<file path="src/rtl/waveram_arbiter.sv">
// Wave RAM arbiter: round-robin voice reads interleaved with host writes on a
// single-port RAM, returning each voice's fetched sample with a valid pulse.
module waveram_arbiter #(
    parameter int NUM_VOICES  = 4,
    parameter int ADDR_WIDTH  = 13,
    parameter int DATA_WIDTH  = 8,
    parameter int RAM_LATENCY = 1
) (
    input  logic                             i_clock,
    input  logic                             i_reset,
    input  logic [NUM_VOICES*ADDR_WIDTH-1:0] i_voice_address,
    input  logic                             i_host_write_request,
    input  logic [ADDR_WIDTH-1:0]            i_host_address,
    input  logic [DATA_WIDTH-1:0]            i_host_data,
    output logic                             o_host_write_ack,
    output logic [ADDR_WIDTH-1:0]            o_ram_address,
    output logic                             o_ram_write_enable,
    output logic [DATA_WIDTH-1:0]            o_ram_write_data,
    input  logic [DATA_WIDTH-1:0]            i_ram_read_data,
    output logic [NUM_VOICES*DATA_WIDTH-1:0] o_sample,
    output logic [NUM_VOICES-1:0]            o_sample_valid,
    output logic                             o_frame_start
);

    localparam int SLOT_W = $clog2(NUM_VOICES);

    logic [SLOT_W-1:0]                   r_slot;
    logic                                r_host_last;
    logic [RAM_LATENCY:0]                r_tag_valid;
    logic [RAM_LATENCY:0][SLOT_W-1:0]    r_tag_voice;
    logic [ADDR_WIDTH-1:0]               r_ram_address;
    logic                                r_ram_write_enable;
    logic [DATA_WIDTH-1:0]               r_ram_write_data;
    logic [NUM_VOICES*DATA_WIDTH-1:0]    r_sample;
    logic [NUM_VOICES-1:0]               r_sample_valid;
    logic                                r_frame_start;

    logic                                w_host_grant;
    logic [ADDR_WIDTH-1:0]               w_voice_address;
    logic [SLOT_W-1:0]                   w_ret_voice;

    // The host never wins two cycles in a row, so voices cannot be starved.
    assign w_host_grant    = i_host_write_request && !r_host_last;
    assign w_voice_address = i_voice_address[int'(r_slot)*ADDR_WIDTH +: ADDR_WIDTH];
    assign w_ret_voice     = r_tag_voice[RAM_LATENCY];

    always_ff @(posedge i_clock or negedge i_reset) begin
        if (!i_reset) begin
            r_slot             <= '0;
            r_host_last        <= 1'b0;
            r_tag_valid        <= '0;
            r_tag_voice        <= '0;
            r_ram_address      <= '0;
            r_ram_write_enable <= 1'b0;
            r_ram_write_data   <= '0;
            r_sample           <= '0;
            r_sample_valid     <= '0;
            r_frame_start      <= 1'b0;
        end else begin
            for (int unsigned i = 1; i <= RAM_LATENCY; i++) begin
                r_tag_valid[i] <= r_tag_valid[i-1];
                r_tag_voice[i] <= r_tag_voice[i-1];
            end

            if (w_host_grant) begin
                r_ram_address      <= i_host_address;
                r_ram_write_enable <= 1'b1;
                r_ram_write_data   <= i_host_data;
                r_host_last        <= 1'b1;
                r_tag_valid[0]     <= 1'b0;
                r_tag_voice[0]     <= '0;
                r_frame_start      <= 1'b0;
            end else begin
                r_ram_address      <= w_voice_address;
                r_ram_write_enable <= 1'b0;
                r_host_last        <= 1'b0;
                r_tag_valid[0]     <= 1'b1;
                r_tag_voice[0]     <= r_slot;
                r_slot             <= r_slot + SLOT_W'(1);
                r_frame_start      <= (r_slot == '0);
            end

            // Tag leaving the pipeline lines up with the RAM data for its read.
            r_sample_valid <= '0;
            if (r_tag_valid[RAM_LATENCY]) begin
                r_sample[int'(w_ret_voice)*DATA_WIDTH +: DATA_WIDTH] <= i_ram_read_data;
                r_sample_valid[w_ret_voice] <= 1'b1;
            end
        end
    end

    assign o_host_write_ack   = w_host_grant;
    assign o_ram_address      = r_ram_address;
    assign o_ram_write_enable = r_ram_write_enable;
    assign o_ram_write_data   = r_ram_write_data;
    assign o_sample           = r_sample;
    assign o_sample_valid     = r_sample_valid;
    assign o_frame_start      = r_frame_start;

endmodule

</file>
<file path="config.mk">
export PLATFORM = sky130hd
export DESIGN_NAME = waveram_arbiter
export DESIGN_NICKNAME = d
export VERILOG_FILES = /design/src/rtl/waveram_arbiter.sv
export SDC_FILE = /design/constraint.sdc
export NUM_CORES = 1
export LEC_CHECK = 0
export CAP_MARGIN = 20
export CORE_AREA = 4 4 95 97
export DETAILED_ROUTE_END_ITERATION = 8
export DIE_AREA = 0 0 99 101
export PLACE_DENSITY = 0.76
export SYNTH_ARGS = -nofsm -noshare
export SYNTH_HDL_FRONTEND = slang
export SYNTH_SLANG_ARGS = --single-unit
</file>
<file path="constraint.sdc">
create_clock -name i_clock -period 2.19 [get_ports i_clock]
set_clock_uncertainty 0.15 [all_clocks]
set_input_delay 0.438 -clock i_clock [delete_from_list [all_inputs] [get_ports i_clock]]
set_output_delay 0.438 -clock i_clock [all_outputs]
set_load 0.02 [all_outputs]
</file>
==> results of run 1 <==
[per-stage QoR]
| stage | instances | hold WS [ns] | setup TNS [ns] | power [uW] |
|---|---|---|---|---|
| after CTS | 473 | 0.191 | 0 | 5470 |
| after global routing | 473 | 0.197 | 0 | 5730 |
| after detailed placement | 456 | 0.171 | -0.0479 | 4450 |
| after global placement | 456 | 0.162 | -0.0591 | 4380 |
| after floorplan | 216 | -0.00759 | 0 | 3340 |
| final | 473 | 0.189 | 0 | 5400 |
[layout by cell type, fill, tap and decap left out, types with 2 or more instances in the layout]
cell / Yosys / final
and2_1: 4 / 4
buf_4: 0 / 5
clkbuf_8: 0 / 10
clkdlybuf4s50_1: 0 / 141
clkinv_2: 0 / 3
dfrtp_1: 67 / 67
ha_1: 6 / 6
inv_1: 43 / 43
mux2_2: 14 / 14
mux2_4: 8 / 8
mux4_1: 5 / 5
mux4_2: 8 / 8
nand2_1: 2 / 2
nand3_1: 4 / 4
nand3b_1: 4 / 4
o2bb2ai_1: 4 / 4
o32ai_1: 28 / 28
or3b_2: 2 / 2
[synthesized netlist by cell type (all sizes together)]
master	count	area [um2]
ha	6	75.1
inv	43	161
clkbuf	5	18.8
nand3b	4	30.0
or3b	2	17.5
dfrtp	67	1680
mux4	13	312
nand3	4	20.0
mux2	22	278
and2	5	32.5
o32ai	28	245
nand4b	1	8.76
o2bb2ai	4	35.0
nand2	2	7.51
nand2b	1	6.26
buf	8	61.3
xnor2	1	8.76
[area by class of cell]
class | instances | area (um2) | area share (%)
Clock buffer | 11 | 141 | 3.00
Clock inverter | 5 | 52.6 | 1.12
Inverter | 43 | 161 | 3.43
Multi-Input combinational cell | 93 | 1080 | 22.8
Sequential cell | 67 | 1680 | 35.6
Tap cell | 105 | 131 | 2.79
Timing Repair Buffer | 149 | 1470 | 31.3
[logic make-up after synthesis]
kind of cell,after synthesis
compound gates,32
xor+xnor,1
fa+ha+maj,6
buf+inv,56
flops,67
mux,35
simple gates,19
[flip-flops by register name, indices dropped and copies added (netlist names)]
register and count:
o_frame_start 1, o_ram_address 13, o_ram_write_data 8, o_ram_write_enable 1
o_sample 32, o_sample_valid 4, r_slot 2, r_tag_valid 2
r_tag_voice 2, w_ret_voice 2
[path summary, 6_finish.rpt]
| check | slack (ns) | cells past startpoint | from | to |
|---|---|---|---|---|
| setup reg to reg | 0.28 | 4 | w_ret_voice[1] | o_sample[27] |
| hold reg to reg | 0.19 | 0 | r_tag_valid[0] | r_tag_valid[1] |
| min in group asynchronous | 0.38 | 2 | i_reset | o_ram_address[4] |
| hold / removal | 0.19 | 0 | r_tag_valid[0] | r_tag_valid[1] |
| max in group asynchronous | 0.81 | 3 | i_reset | o_sample[19] |
| setup / recovery | 0.21 | 4 | i_host_write_request | o_host_write_ack |
[timing repair]
| item | 4_1_cts | 5_1_grt |
|---|---|---|
| gates resized for setup | 1 | 0 |
| setup endpoints to repair | 1 | 0 |
| hold buffers | 1 | 0 |
| hold endpoints to repair | 9 | 0 |
[worst max-delay path, delay by kind of cell]
family / cells / cell delay, ns
simple gates: 1 / 0.07
buf+inv: 3 / 0.88
[per-layer routing]
layer | vias to the layer above | track usage (%)
li1 | 1071 | -
met1 | 1124 | 18.4
met2 | 124 | 28.6
met3 | 12 | 5.67
met4 | 0 | 6.30
met5 | - | 0
[power by group]
part	leakage, uW	switching, uW	internal [uW]
logic	0.00103	1180	1330
clock network	0.0000991	462	551
registers	0.000857	238	1640
==> results.sh, run 1 <==
export IMPL_synth_seq_cells=67
export IMPL_detailedRoute_firstPassIterationCount=4
export IMPL_cp_max_fo=2
export IMPL_cts_made_buffers=9
export IMPL_grt_pass1_vias=2534
export IMPL_cts_buffer_depth=2
export IMPL_min_period_ns=1.98
export IMPL_drc_errors=0
export IMPL_die_x_um=99
export IMPL_final_area_um2=4710
export IMPL_root_buffer="clkbuf_8"
export IMPL_cts_sinks=67
export IMPL_grt_first_pass_wirelength_mm=12.7
export IMPL_tritoncts="built"
export IMPL_pre_cts_slack_ns=-0.0479
export IMPL_avgRoutedWirePerCell_um=16.7
export IMPL_ant_nets=0
export IMPL_slowest_delay_ns=0.46
export IMPL_hp_class="reg2reg"
export IMPL_leakage_uw=0.00199
export IMPL_std_cell_rows=33
export IMPL_fin_nets=453
export IMPL_yosysWarnings=0
export IMPL_setup_ws_ns=0.214
export IMPL_initial_core_util_pct=36.8
export IMPL_slowest_stage="clkdlybuf4s50_1"
export IMPL_grt_remaining_overflow=0
export IMPL_synthSimpleGateAreaFrac_pct=4.10
export IMPL_cts_clk_slew_worst_paths_ns=0.08
export IMPL_gp_congestion=0.783
export IMPL_fill_cells=695
export IMPL_track_usage_pct=16.4
export IMPL_critPathRequiredTime_ns=1.60
export IMPL_crit_chain="clkdlybuf4s50_1 > nand2b_1 > inv_1 > dlygate4sd2_1"
export IMPL_fmax_ghz=0.506
export IMPL_port_buffers=143
export IMPL_synth_xor_area_share_pct=0.293
export IMPL_avgSynthCellArea_um2=13.9
export IMPL_finalCritPeriodShare_pct=90.2
export IMPL_drtIter0Drc=56
export IMPL_hold_violations=0
export IMPL_wl_met3_um=825
export IMPL_syn_area_um2=2990
export IMPL_maxSlewViolCount=0
export IMPL_hpwl_mm=6.08
export IMPL_ys_types=22
export IMPL_clk_latency_ns=0.34
export IMPL_dr_wl_met2_mm=4.02
export IMPL_syn_num_nets=306
export IMPL_pin_count=144
export IMPL_core_um2=8130
export IMPL_dieArea_um2=10000
export IMPL_cp_end_kind="output pin"
export IMPL_powerDensity_nw_per_um2=1150
export IMPL_peakVddDrop_mv=0.527
export IMPL_antenna_cells=0
export IMPL_syn_inst=216
export IMPL_arrival_ns=1.39
export IMPL_synth_compound_area_share_pct=9.36
export IMPL_place_area_um2=4510
export IMPL_highest_layer="met4"
export IMPL_wirelength_mm=7.88
export IMPL_vias=2331
export IMPL_grt_max_degree=36
export IMPL_status="finished, final reports clean"
export IMPL_postCtsSetupRepairBufs=0
export IMPL_vias_per_cell=4.93
export IMPL_drive_gt1_share_pct=14.7
export IMPL_tightest_slew_ns=0.607
export IMPL_worst_setup_path_type="in2out"
export IMPL_antenna_found_initial=0
export IMPL_fp_dieH_um=101
export IMPL_synthMuxAreaShare_pct=19.7
export IMPL_slew_headroom_pct=59.6
export IMPL_htreeDepth=3
export IMPL_synth_top_family_by_area="multiplexers"
export IMPL_area_delta_synth_final_pct=57.4
export IMPL_post_route_util_pct=57.9
export IMPL_drt_met1_wl_mm=2.92
export IMPL_yosysSeqAreaShare_pct=56.0
export IMPL_rsz0062_at_grt="false"
export IMPL_maxCapViolations=0
export IMPL_setup_viol=0
export IMPL_synthAdderAreaFrac_pct=2.51
export IMPL_worst_setup_path_start_kind="input port"
(Power assumes the default switching activity.)
==> inputs of run 2 (changes only) <==
--- a/config.mk
+++ b/config.mk
@@ -10,6 +10,7 @@
 export DETAILED_ROUTE_END_ITERATION = 8
 export DIE_AREA = 0 0 99 101
 export PLACE_DENSITY = 0.76
+export SLEW_MARGIN = 20
 export SYNTH_ARGS = -nofsm -noshare
 export SYNTH_HDL_FRONTEND = slang
 export SYNTH_SLANG_ARGS = --single-unit
==> constraint.sdc (replaced) <==
create_clock -name i_clock -period 1.7 [get_ports i_clock]
set_clock_uncertainty 0.15 [all_clocks]
set_input_delay 0.34 -clock i_clock [delete_from_list [all_inputs] [get_ports i_clock]]
set_output_delay 0.34 -clock i_clock [all_outputs]
set_load 0.02 [all_outputs]
==> run 2 against run 1 <==
Against the previous run: via count grew 3.4%; worst setup slack lost 0.17 ns; clock-buffer cell count shrank 2; flip-flop and latch count is the same; non-clock buffer count grew 10; cell count grew 2.1%; final area grew 3.7%; critical path type is now reg2reg.
==> results.sh, run 2 (same netlist as run 1, synthesis figures left out) <==
export IMPL_fin_nets=463
export IMPL_ant_nets=0
export IMPL_arrival_ns=1.73
export IMPL_hold_violations=0
export IMPL_wirelength_mm=8.04
export IMPL_avgRoutedWirePerCell_um=16.7
export IMPL_slew_headroom_pct=67.8
export IMPL_peakVddDrop_mv=0.651
export IMPL_pin_count=144
export IMPL_cts_buffer_depth=2
export IMPL_hp_class="reg2reg"
export IMPL_final_common_cell="clkdlybuf4s50_1"
export IMPL_area_delta_synth_final_pct=63.2
export IMPL_fp_dieH_um=101
export IMPL_htreeDepth=3
export IMPL_worst_setup_path_type="reg2reg"
export IMPL_vias_per_cell=4.99
export IMPL_initial_core_util_pct=36.8
export IMPL_antenna_found_initial=0
export IMPL_busiest_layer="met2"
export IMPL_met3_usage_pct=5.61
export IMPL_cp_end_kind="flop"
export IMPL_drc_errors=0
export IMPL_grt_pass1_vias=2642
export IMPL_final_cells=483
export IMPL_die_x_um=99
export IMPL_tritoncts="built"
export IMPL_path_buf_inv=1
export IMPL_use_met2_pct=29.9
export IMPL_critPathRequiredTime_ns=1.77
export IMPL_finalCritPeriodShare_pct=97.4
export IMPL_detailedRoute_firstPassIterationCount=6
export IMPL_cts_made_buffers=9
export IMPL_placed_cells=462
export IMPL_powerDensity_nw_per_um2=1440
export IMPL_critical_path_top_delay_family="multiplexers"
export IMPL_rsz0062_at_grt="true"
export IMPL_leakage_uw=0.00226
export IMPL_clk_latency_ns=0.34
export IMPL_dieArea_um2=10000
export IMPL_tightest_slew_ns=0.483
export IMPL_grt_max_degree=41
export IMPL_crit_chain="buf_12 > mux4_1 > mux2_2"
export IMPL_use_met1_pct=17.4
export IMPL_whs_ns=0.198
export IMPL_largest_register_ffs=32
export IMPL_cp_max_fo=7
export IMPL_root_buffer="clkbuf_8"
export IMPL_track_usage_pct=16.3
export IMPL_setup_viol=0
export IMPL_drive_gt1_share_pct=22.5
export IMPL_status="finished, final reports clean"
export IMPL_cts_clk_slew_worst_paths_ns=0.07
export IMPL_maxSlewViolCount=0
export IMPL_std_cell_rows=33
export IMPL_cts_sinks=67
export IMPL_maxCapViolations=0
export IMPL_min_period_ns=1.66
export IMPL_vias=2410
export IMPL_layout_common_cells="clkdlybuf4s50_1 (82), dfrtp_1 (66), dlygate4sd2_1 (59)"
export IMPL_grt_first_pass_wirelength_mm=12.8
export IMPL_slowest_delay_ns=0.55
export IMPL_core_um2=8130
export IMPL_drtIter0Drc=37
export IMPL_hpwl_mm=6.20
export IMPL_antenna_cells=0
export IMPL_grt_remaining_overflow=0
export IMPL_gp_congestion=0.762
export IMPL_worst_setup_path_start_kind="flop"
export IMPL_fmax_ghz=0.604
export IMPL_port_buffers=143
export IMPL_slowest_stage="mux4_1"
-- run 2: layout make-up --
cell class | count | area, um2
Inverter | 43 | 164
Sequential cell | 67 | 1680
Clock inverter | 7 | 68.8
Timing Repair Buffer | 159 | 1530
Multi-Input combinational cell | 93 | 1190
Tap cell | 105 | 131
Fill cell | 675 | 3250
Clock buffer | 9 | 124
-- run 2: worst paths after layout --
kind                                startpoint           endpoint  slack (ns)  cells past startpoint
worst max-delay path                 r_slot[0]  o_ram_address[12]        0.04                      3
worst min-delay path            r_tag_valid[0]     r_tag_valid[1]        0.20                      0
worst max register to register       r_slot[0]  o_ram_address[12]        0.04                      3
worst min register to register  r_tag_valid[0]     r_tag_valid[1]        0.20                      0
max in group asynchronous              i_reset        o_sample[1]        0.65                      3
min in group asynchronous              i_reset       o_sample[15]        0.41                      3
-- run 2: layer usage --
layer	share of wire (%)	vias to the layer above
met3	10	13
met5	0	-
met4	1.9	0
met1	36	1189
met2	51	119
li1	-	1089
-- run 2: timing repair --
item                                   in CTS  in global routing
hold buffers                                1                  0
endpoints found under the hold margin      67                  0
cloned                                      0                  1
pin swaps                                   0                  7
setup endpoints to repair                  74                 13
gates resized for setup                    65                  2
buffers inserted                            0                  3
-- run 2: where the power goes --
group	internal [uW]	switching [uW]	leakage, uW	total [uW]
registers	2120	251	0.000856	2370
logic	1690	1700	0.00131	3390
clock network	672	625	0.0000950	1300
-- run 2: worst register-to-register path: stages, from the launching register on --
cell,delay (ns)
dfrtp_2,0.42
buf_12,0.14
mux4_1,0.56
mux2_2,0.28
-- run 2: per-stage QoR --
step / total power, uW / TNS, ns / setup WS (ns) / instance area (um2) / util (%)
floorplan: 4520 / -1.09 / -0.0958 / 3140 / -
global placement: 5990 / -3.82 / -0.358 / 4710 / 58.0
detailed placement: 6090 / -3.90 / -0.343 / 4710 / 58.0
CTS: 7060 / 0 / 0.0134 / 4840 / 59.5
global route: 7460 / -0.0908 / -0.0453 / 4890 / 60.1
finish: 7060 / 0 / 0.0446 / 4890 / 60.1
